## src/rtl/adj_button_conditioner.sv

```systemverilog
// Adjust-button conditioner: sync, debounce, press pulse, optional auto-repeat.
// Define AUTO_REPEAT_EN to build the hold-to-repeat FSM per channel.
module adj_button_conditioner #(
  parameter int NUM_BTN         = 3,
  parameter int DEBOUNCE_CYCLES = 65536,
  parameter int REPEAT_DELAY    = 12500000,
  parameter int REPEAT_PERIOD   = 2500000,
  parameter int CNT_W           = 24
) (
  input  logic               clk,
  input  logic               reset_n,
  input  logic [NUM_BTN-1:0] btn_raw,
  output logic [NUM_BTN-1:0] btn_level,
  output logic [NUM_BTN-1:0] adj_pulse
);

  localparam int MAX_A =
    (DEBOUNCE_CYCLES > REPEAT_DELAY) ?
    DEBOUNCE_CYCLES : REPEAT_DELAY;
  localparam int MAX_CYC =
    (MAX_A > REPEAT_PERIOD) ?
    MAX_A : REPEAT_PERIOD;
  localparam longint CNT_LIM =
    longint'(1) << CNT_W;

  localparam logic [CNT_W-1:0] DEB_TC =
    CNT_W'(DEBOUNCE_CYCLES - 1);

  if ((longint'(MAX_CYC) - 1) >= CNT_LIM
      || DEBOUNCE_CYCLES < 2
      || REPEAT_DELAY < 2
      || REPEAT_PERIOD < 2) begin : g_bad_cfg
    $error("adj_button_conditioner: bad counter config");
  end

`ifdef AUTO_REPEAT_EN
  localparam logic [CNT_W-1:0] DLY_TC =
    CNT_W'(REPEAT_DELAY - 1);
  localparam logic [CNT_W-1:0] PER_TC =
    CNT_W'(REPEAT_PERIOD - 1);

  typedef enum logic [1:0] {
    ST_IDLE   = 2'd0,
    ST_DELAY  = 2'd1,
    ST_REPEAT = 2'd2
  } rep_state_e;
`endif

  for (genvar i = 0; i < NUM_BTN; i++) begin : g_ch
    logic             s1;
    logic             s2;
    logic             lvl;
    logic [CNT_W-1:0] deb_cnt;
    logic             flip;
    logic             rise;
    logic             lvl_nxt;
    logic             pulse_nxt;
    logic             pulse_q;

    assign flip    = (s2 != lvl) && (deb_cnt == DEB_TC);
    assign rise    = flip && !lvl;
    assign lvl_nxt = lvl ^ flip;

    always_ff @(posedge clk or negedge reset_n) begin
      if (!reset_n) begin
        s1 <= 1'b0;
        s2 <= 1'b0;
      end else begin
        s1 <= btn_raw[i];
        s2 <= s1;
      end
    end

    always_ff @(posedge clk or negedge reset_n) begin
      if (!reset_n) begin
        deb_cnt <= '0;
        lvl     <= 1'b0;
      end else if (s2 == lvl) begin
        deb_cnt <= '0;
      end else if (flip) begin
        deb_cnt <= '0;
        lvl     <= ~lvl;
      end else begin
        deb_cnt <= deb_cnt + CNT_W'(1);
      end
    end

`ifdef AUTO_REPEAT_EN
    rep_state_e       state;
    rep_state_e       state_nxt;
    logic [CNT_W-1:0] rcnt;
    logic [CNT_W-1:0] rcnt_nxt;
    logic             rep_hit;

    always_ff @(posedge clk or negedge reset_n) begin
      if (!reset_n) begin
        state <= ST_IDLE;
        rcnt  <= '0;
      end else begin
        state <= state_nxt;
        rcnt  <= rcnt_nxt;
      end
    end

    // A release on this edge overrides any terminal count.
    always_comb begin
      state_nxt = state;
      rcnt_nxt  = rcnt;
      if (!lvl_nxt) begin
        state_nxt = ST_IDLE;
        rcnt_nxt  = '0;
      end else begin
        unique case (state)
          ST_IDLE: begin
            if (rise) begin
              state_nxt = ST_DELAY;
              rcnt_nxt  = '0;
            end
          end
          ST_DELAY: begin
            if (rcnt == DLY_TC) begin
              state_nxt = ST_REPEAT;
              rcnt_nxt  = '0;
            end else begin
              rcnt_nxt = rcnt + CNT_W'(1);
            end
          end
          ST_REPEAT: begin
            if (rcnt == PER_TC) begin
              rcnt_nxt = '0;
            end else begin
              rcnt_nxt = rcnt + CNT_W'(1);
            end
          end
          default: begin
            state_nxt = ST_IDLE;
            rcnt_nxt  = '0;
          end
        endcase
      end
    end

    always_comb begin
      rep_hit = 1'b0;
      if (lvl_nxt) begin
        unique case (1'b1)
          (state == ST_DELAY):
            rep_hit = (rcnt == DLY_TC);
          (state == ST_REPEAT):
            rep_hit = (rcnt == PER_TC);
          default:
            rep_hit = 1'b0;
        endcase
      end
      pulse_nxt = rise | rep_hit;
    end
`else
    assign pulse_nxt = rise;
`endif

    always_ff @(posedge clk or negedge reset_n) begin
      if (!reset_n) begin
        pulse_q <= 1'b0;
      end else begin
        pulse_q <= pulse_nxt;
      end
    end

    assign btn_level[i] = lvl;
    assign adj_pulse[i] = pulse_q;
  end

endmodule

```

## config.mk

```make
export PLATFORM = sky130hd
export DESIGN_NAME = adj_button_conditioner
export DESIGN_NICKNAME = d
export VERILOG_FILES = /design/src/rtl/adj_button_conditioner.sv
export SDC_FILE = /design/constraint.sdc
export NUM_CORES = 1
export LEC_CHECK = 0
export ABC_AREA = 1
export CORE_MARGIN = 4
export CORE_UTILIZATION = 61
export DETAILED_ROUTE_END_ITERATION = 12
export GPL_ROUTABILITY_DRIVEN = 0
export HOLD_SLACK_MARGIN = 0.05
export PLACE_DENSITY = 0.77
export SETUP_SLACK_MARGIN = 0.15
export SKIP_LAST_GASP = 1
export SLEW_MARGIN = 20
export SYNTH_ARGS = -nofsm -noshare
export SYNTH_HDL_FRONTEND = slang
export SYNTH_SLANG_ARGS = --single-unit
```

## constraint.sdc

```tcl
create_clock -name clk -period 1.45 [get_ports clk]
set_input_delay 0.145 -clock clk [delete_from_list [all_inputs] [get_ports clk]]
set_output_delay 0.145 -clock clk [all_outputs]
set_load 0.005 [all_outputs]
```

# Word level (Yosys, flattened, before mapping)
# Cells that the tools add are included.
# Widths: inputs -> output; s select.
totals:
  in_bits: 5
  elab_cells: 51
  output_inout_bits: 6
  reg_bits: 84
classes:
  bitwise: 6
  add_sub_neg: 3
  n_mux: 6
  reduce_logical: 12
  n_eq_ne: 9
op_table:
  columns: ["cell", "n"]
  rows:
  - ["$mux 24", 6]
  - ["$add 24x1->24 const B", 3]
  - ["$eq 24x16->1 const B", 3]
  - ["$logic_and 1x1->1", 6]
  - ["$not 1->1", 6]
  - ["$reduce_and 2->1", 3]
  - ["$eq 1x1->1", 3]
  - ["$logic_not 1->1", 3]
  - ["$ne 1x1->1", 3]

# Depth between registers and ports, before layout
logic_depth:
  depth_word: 4
  depth_mapped: 9
  mapped_depth_nobuf: 9

# Worst setup path after synthesis
# No wires, ideal clock.
synth_timing:
  kind: "reg-to-reg"
  start: "reg g_ch[0].deb_cnt[0]"
  end: "reg g_ch[0].deb_cnt[11]"
  setup_slack_ns: 0.163
  arrival_ns: 1.168
  required_ns: 1.331
  n_path_buf: 0
  setup_ns: 0.119
  stages_incl_launch_ff: 9
  cell_sequence: "dfrtp_1 > ha_1 > nand2_1 > nor2_4 > nand3_1 > nor2_1 > nand2_1 > nand2_2 > nor2_1"
synth_between:
  elab_chain_len: 4
  word_cells_on_any_way: 5
  classes_between: "add/sub: 1; eq/ne: 1; mux: 2; reduce/logical: 1"
synth_rtl:
  columns: ["item", "line_no", "text"]
  rows:
  - ["start, declared", "53", "logic [CNT_W-1:0] deb_cnt;"]
  - ["start signal, assigned", "84", "deb_cnt <= deb_cnt + CNT_W'(1);"]
  - ["branches (longest 2 deep; another with $add 24x1->24)", null, null]
  - ["$mux 24 (*)", "80", "end else if (flip) begin"]
  - ["$mux 24 (*)", "78", "end else if (s2 == lvl) begin"]
# Every way passes the cells marked *.
# A chain may end at the register's enable or synchronous reset.

# Final worst setup path
layout_timing:
  start: "reg g_ch[2].lvl"
  end: "reg g_ch[2].deb_cnt[1]"
layout_between:
  elab_chain_len: 4
  word_cells_on_any_way: 5
  classes_between: "eq/ne: 2; mux: 2; reduce/logical: 1"
layout_rtl:
  columns: ["item", "line_no", "text"]
  rows:
  - ["start, declared", "52", "logic lvl;"]
  - ["start signal, assigned", "82", "lvl <= ~lvl;"]
  - ["$ne 1x1->1", "60", "assign flip = (s2 != lvl) && (deb_cnt == DEB_TC);"]
  - ["$logic_and 1x1->1", "60", null]
  - ["$mux 24", "80", null]
  - ["$mux 24 (*)", "78", null]
  - ["end signal, assigned", "84", null]
  - ["end, declared", "53", null]
# Mark *: on every way between the ends. The rest lies on a longest branch, timed or not.

==> results.txt <==
antenna cells: 0
combinational power share: 0.065
antenna violations before repair: 0
Clk network pwr share: 0.385
count leader, synth: nand2_1
fillcell total: 388
First DRT Iteration DRCs: 287
Slew headroom: 0.802
P_leak: 2.97 nW
Worst Path Required: 1720 ps
GRT Total Usage: 0.248
GRT met2 Usage: 0.414
Critical Path AT: 1740 ps
Register-to-Register Path Depth: 7
main combinational cell family by area after synthesis: simple AND/OR/NAND/NOR gates
clk_lat worst skew: 360 ps
Total Power: 4.37 mW
clk sinks: 84
Final ANT Viol Nets: 0
final hold violation count: 0
Synth area leaders: dfrtp_1 (44%), nand2_1 (13%), nor2_1 (8.0%)
Final nets: 715
Final min period: 1480 ps
Worst Setup Path Type: reg2reg
GRT overflow: 0
mux contribution to synthesized area: 0
Worst Skew: 14.0 ps
Vias per Instance: 5.40
drt first pass iters: 7
reg2reg start: g_ch[2].lvl
fin cells: 810
CTS max path bufs: 2
P&R area growth vs syn: 31.7%
Core Region: 0.00741 mm^2
Post-synth EDFFs: 0
DRC: 0
Placed Cells: 738
internal reg-to-reg setup slack: -30 ps
switching pwr: 1.05 mW
Worst Hold Class: in2async
CTS clk-pin slew, worst paths: 90 ps
grt peak-use layer: met2
area share of fa/ha/maj cells after synthesis: 0.00788
outcome: finished with violations
I/O pin total: 11
Total Wirelength: 12.4 mm
Synth Area in Compound Gates: 0.0252
syn_nets: 637
Fmax achieved: 677 MHz
violations in the final reports: negative setup slack
cts bufs inserted: 9
Seq/Total Area, Yosys: 0.441
number of max-cap violations: 0
xor/xnor share of the synthesized area: 0.0599
vias in the first global route: 3961
IO buf count: 10
Critical Path End Type: register
layout cell share with drive strength beyond 1: 0.339
Layout Cell Area excl Fill: 0.00628 mm^2
die area: 0.00929 mm^2
met3 Use GR: 0.0411
register share of total power: 0.550
Unique masters post-synth: 29
Final HPWL DP: 7.01 mm
Synth Area per Inst: 7.58 um^2
Die Span X: 96.4 um
Int Pwr: 3.32 mW
Placed Area: 0.00501 mm^2
top_reg_cell synth: dfrtp_1
area leader, netlist: dfrtp_1
final setup fails: 3
Worst Max-Slew Pin Slew: 295 ps
Sw Share: 0.240
largest net degree at the start of global routing: 45
Vias: 4376
CTS root buf: clkbuf_8
PwrDens: 696 mW/mm^2
starting density of the core: 0.643
Synth Register Bits: 84
Yosys warnings: 0
max-slew violations: 0
fin crit share: 1.02
CP Launch Type: register
htree depth: 3
first-pass GRT wire length: 17.8 mm
RSZ-0062 raised after global routing: true
# rows: 31
final setup TNS: -50.8 ps
share of the synthesized area in the top cell type: 0.441
cell count after synthesis: 629
mapped cell area: 0.00477 mm^2
Crit Path Max Fanout: 6
Post-synth top cells: nand2_1 (167), nor2_1 (102), dfrtp_1 (84)
asr flop ratio synth: 1.00
Simple-Gate Fraction of Synth Area: 0.383
Die Span Y: 96.4 um
hold slack: 199 ps
Max VDD drop: 0.885 mV
Setup WS post-layout: -27.3 ps
CTS tree: done
reg2reg end: g_ch[2].deb_cnt[1]
Final Util: 0.847
DR WL/cell: 15.4 um
dpl ws: 45.4 ps
met1 Usage GRT: 0.321
## area by class of cell
cell class,count,area [um^2],share of cell area
clock buffer,10,138,0.0219
clock inverter,5,52.6,0.00837
inverter,90,363,0.0578
multi-input combinational,446,2850,0.454
sequential,84,2110,0.336
tap,99,124,0.0197
timing repair buffer,76,639,0.102
## logic make-up (layout without fill, tap and decap cells)
family,Yosys count,count (layout)
fa+ha+maj,3,3
flops,84,84
xor+xnor,30,30
buf+inv,99,181
simple gates,392,392
compound gates,21,21
## what timing repair did
action | 4_1_cts | 5_1_grt
hold endpoints to repair | 84 | 0
endpoints found under the setup margin | 59 | 72
pin swaps | 27 | 56
gates resized for setup | 47 | 123
hold buffers | 1 | 0
setup buffers | 14 | 42
## flip-flops by register name, summed over array words and instances, names as in the netlist
name          count
g_ch.deb_cnt     72
g_ch.lvl          3
g_ch.pulse_q      3
g_ch.s1           3
g_ch.s2           3
## worst max path at each step
stage | startpoint | to
finish | g_ch[2].lvl | g_ch[2].deb_cnt[1]
global route | g_ch[2].lvl | g_ch[2].deb_cnt[1]
CTS | g_ch[1].lvl | btn_level[1]
detailed placement | g_ch[0].deb_cnt[0] | g_ch[0].deb_cnt[13]
global placement | g_ch[0].deb_cnt[0] | g_ch[0].deb_cnt[11]
floorplan | g_ch[0].deb_cnt[0] | g_ch[0].deb_cnt[11]
## placed cells by master, fill, tap and decap left out, drive strengths merged
master,instances
nor2,135
dlygate4sd3,1
and2,2
clkinvlp,1
nor3b,1
a21oi,7
or2,2
nor3,3
nand4,10
bufinv,1
dfrtp,84
nand3b,5
clkdlybuf4s50,3
dlymetal6s2s,1
nand3,49
o21ai,8
xnor2,21
o21bai,6
clkinv,5
ha,3
clkbuf,11
inv,88
buf,65
nand2,185
xor2,9
dlygate4sd2,5
## metal layers
layer | vias to the layer above | routed length (um) | share of wire
li1 | 2066 | - | -
met1 | 2118 | 5400 | 0.43
met5 | - | 0 | 0
met2 | 155 | 6170 | 0.50
met3 | 37 | 530 | 0.043
met4 | 0 | 337 | 0.027
## worst max-delay path, stage by stage, from the launching register on
cell and delay, ps:
dfrtp_2 410, buf_4 150, xnor2_4 260, clkinv_4 140, clkbuf_2 170, buf_4 150
nand3_2 60, inv_1 40
## power by group through the flow
stage | registers [mW] | logic [mW] | clock network [mW]
CTS | 2.39 | 0.207 | 1.68
floorplan | 2.43 | 0.0828 | 0
finish | 2.40 | 0.283 | 1.68
detailed placement | 2.44 | 0.178 | 0
global route | 2.41 | 0.309 | 1.80
global placement | 2.43 | 0.174 | 0
No activity file was read; power rests on OpenSTA's default activity.
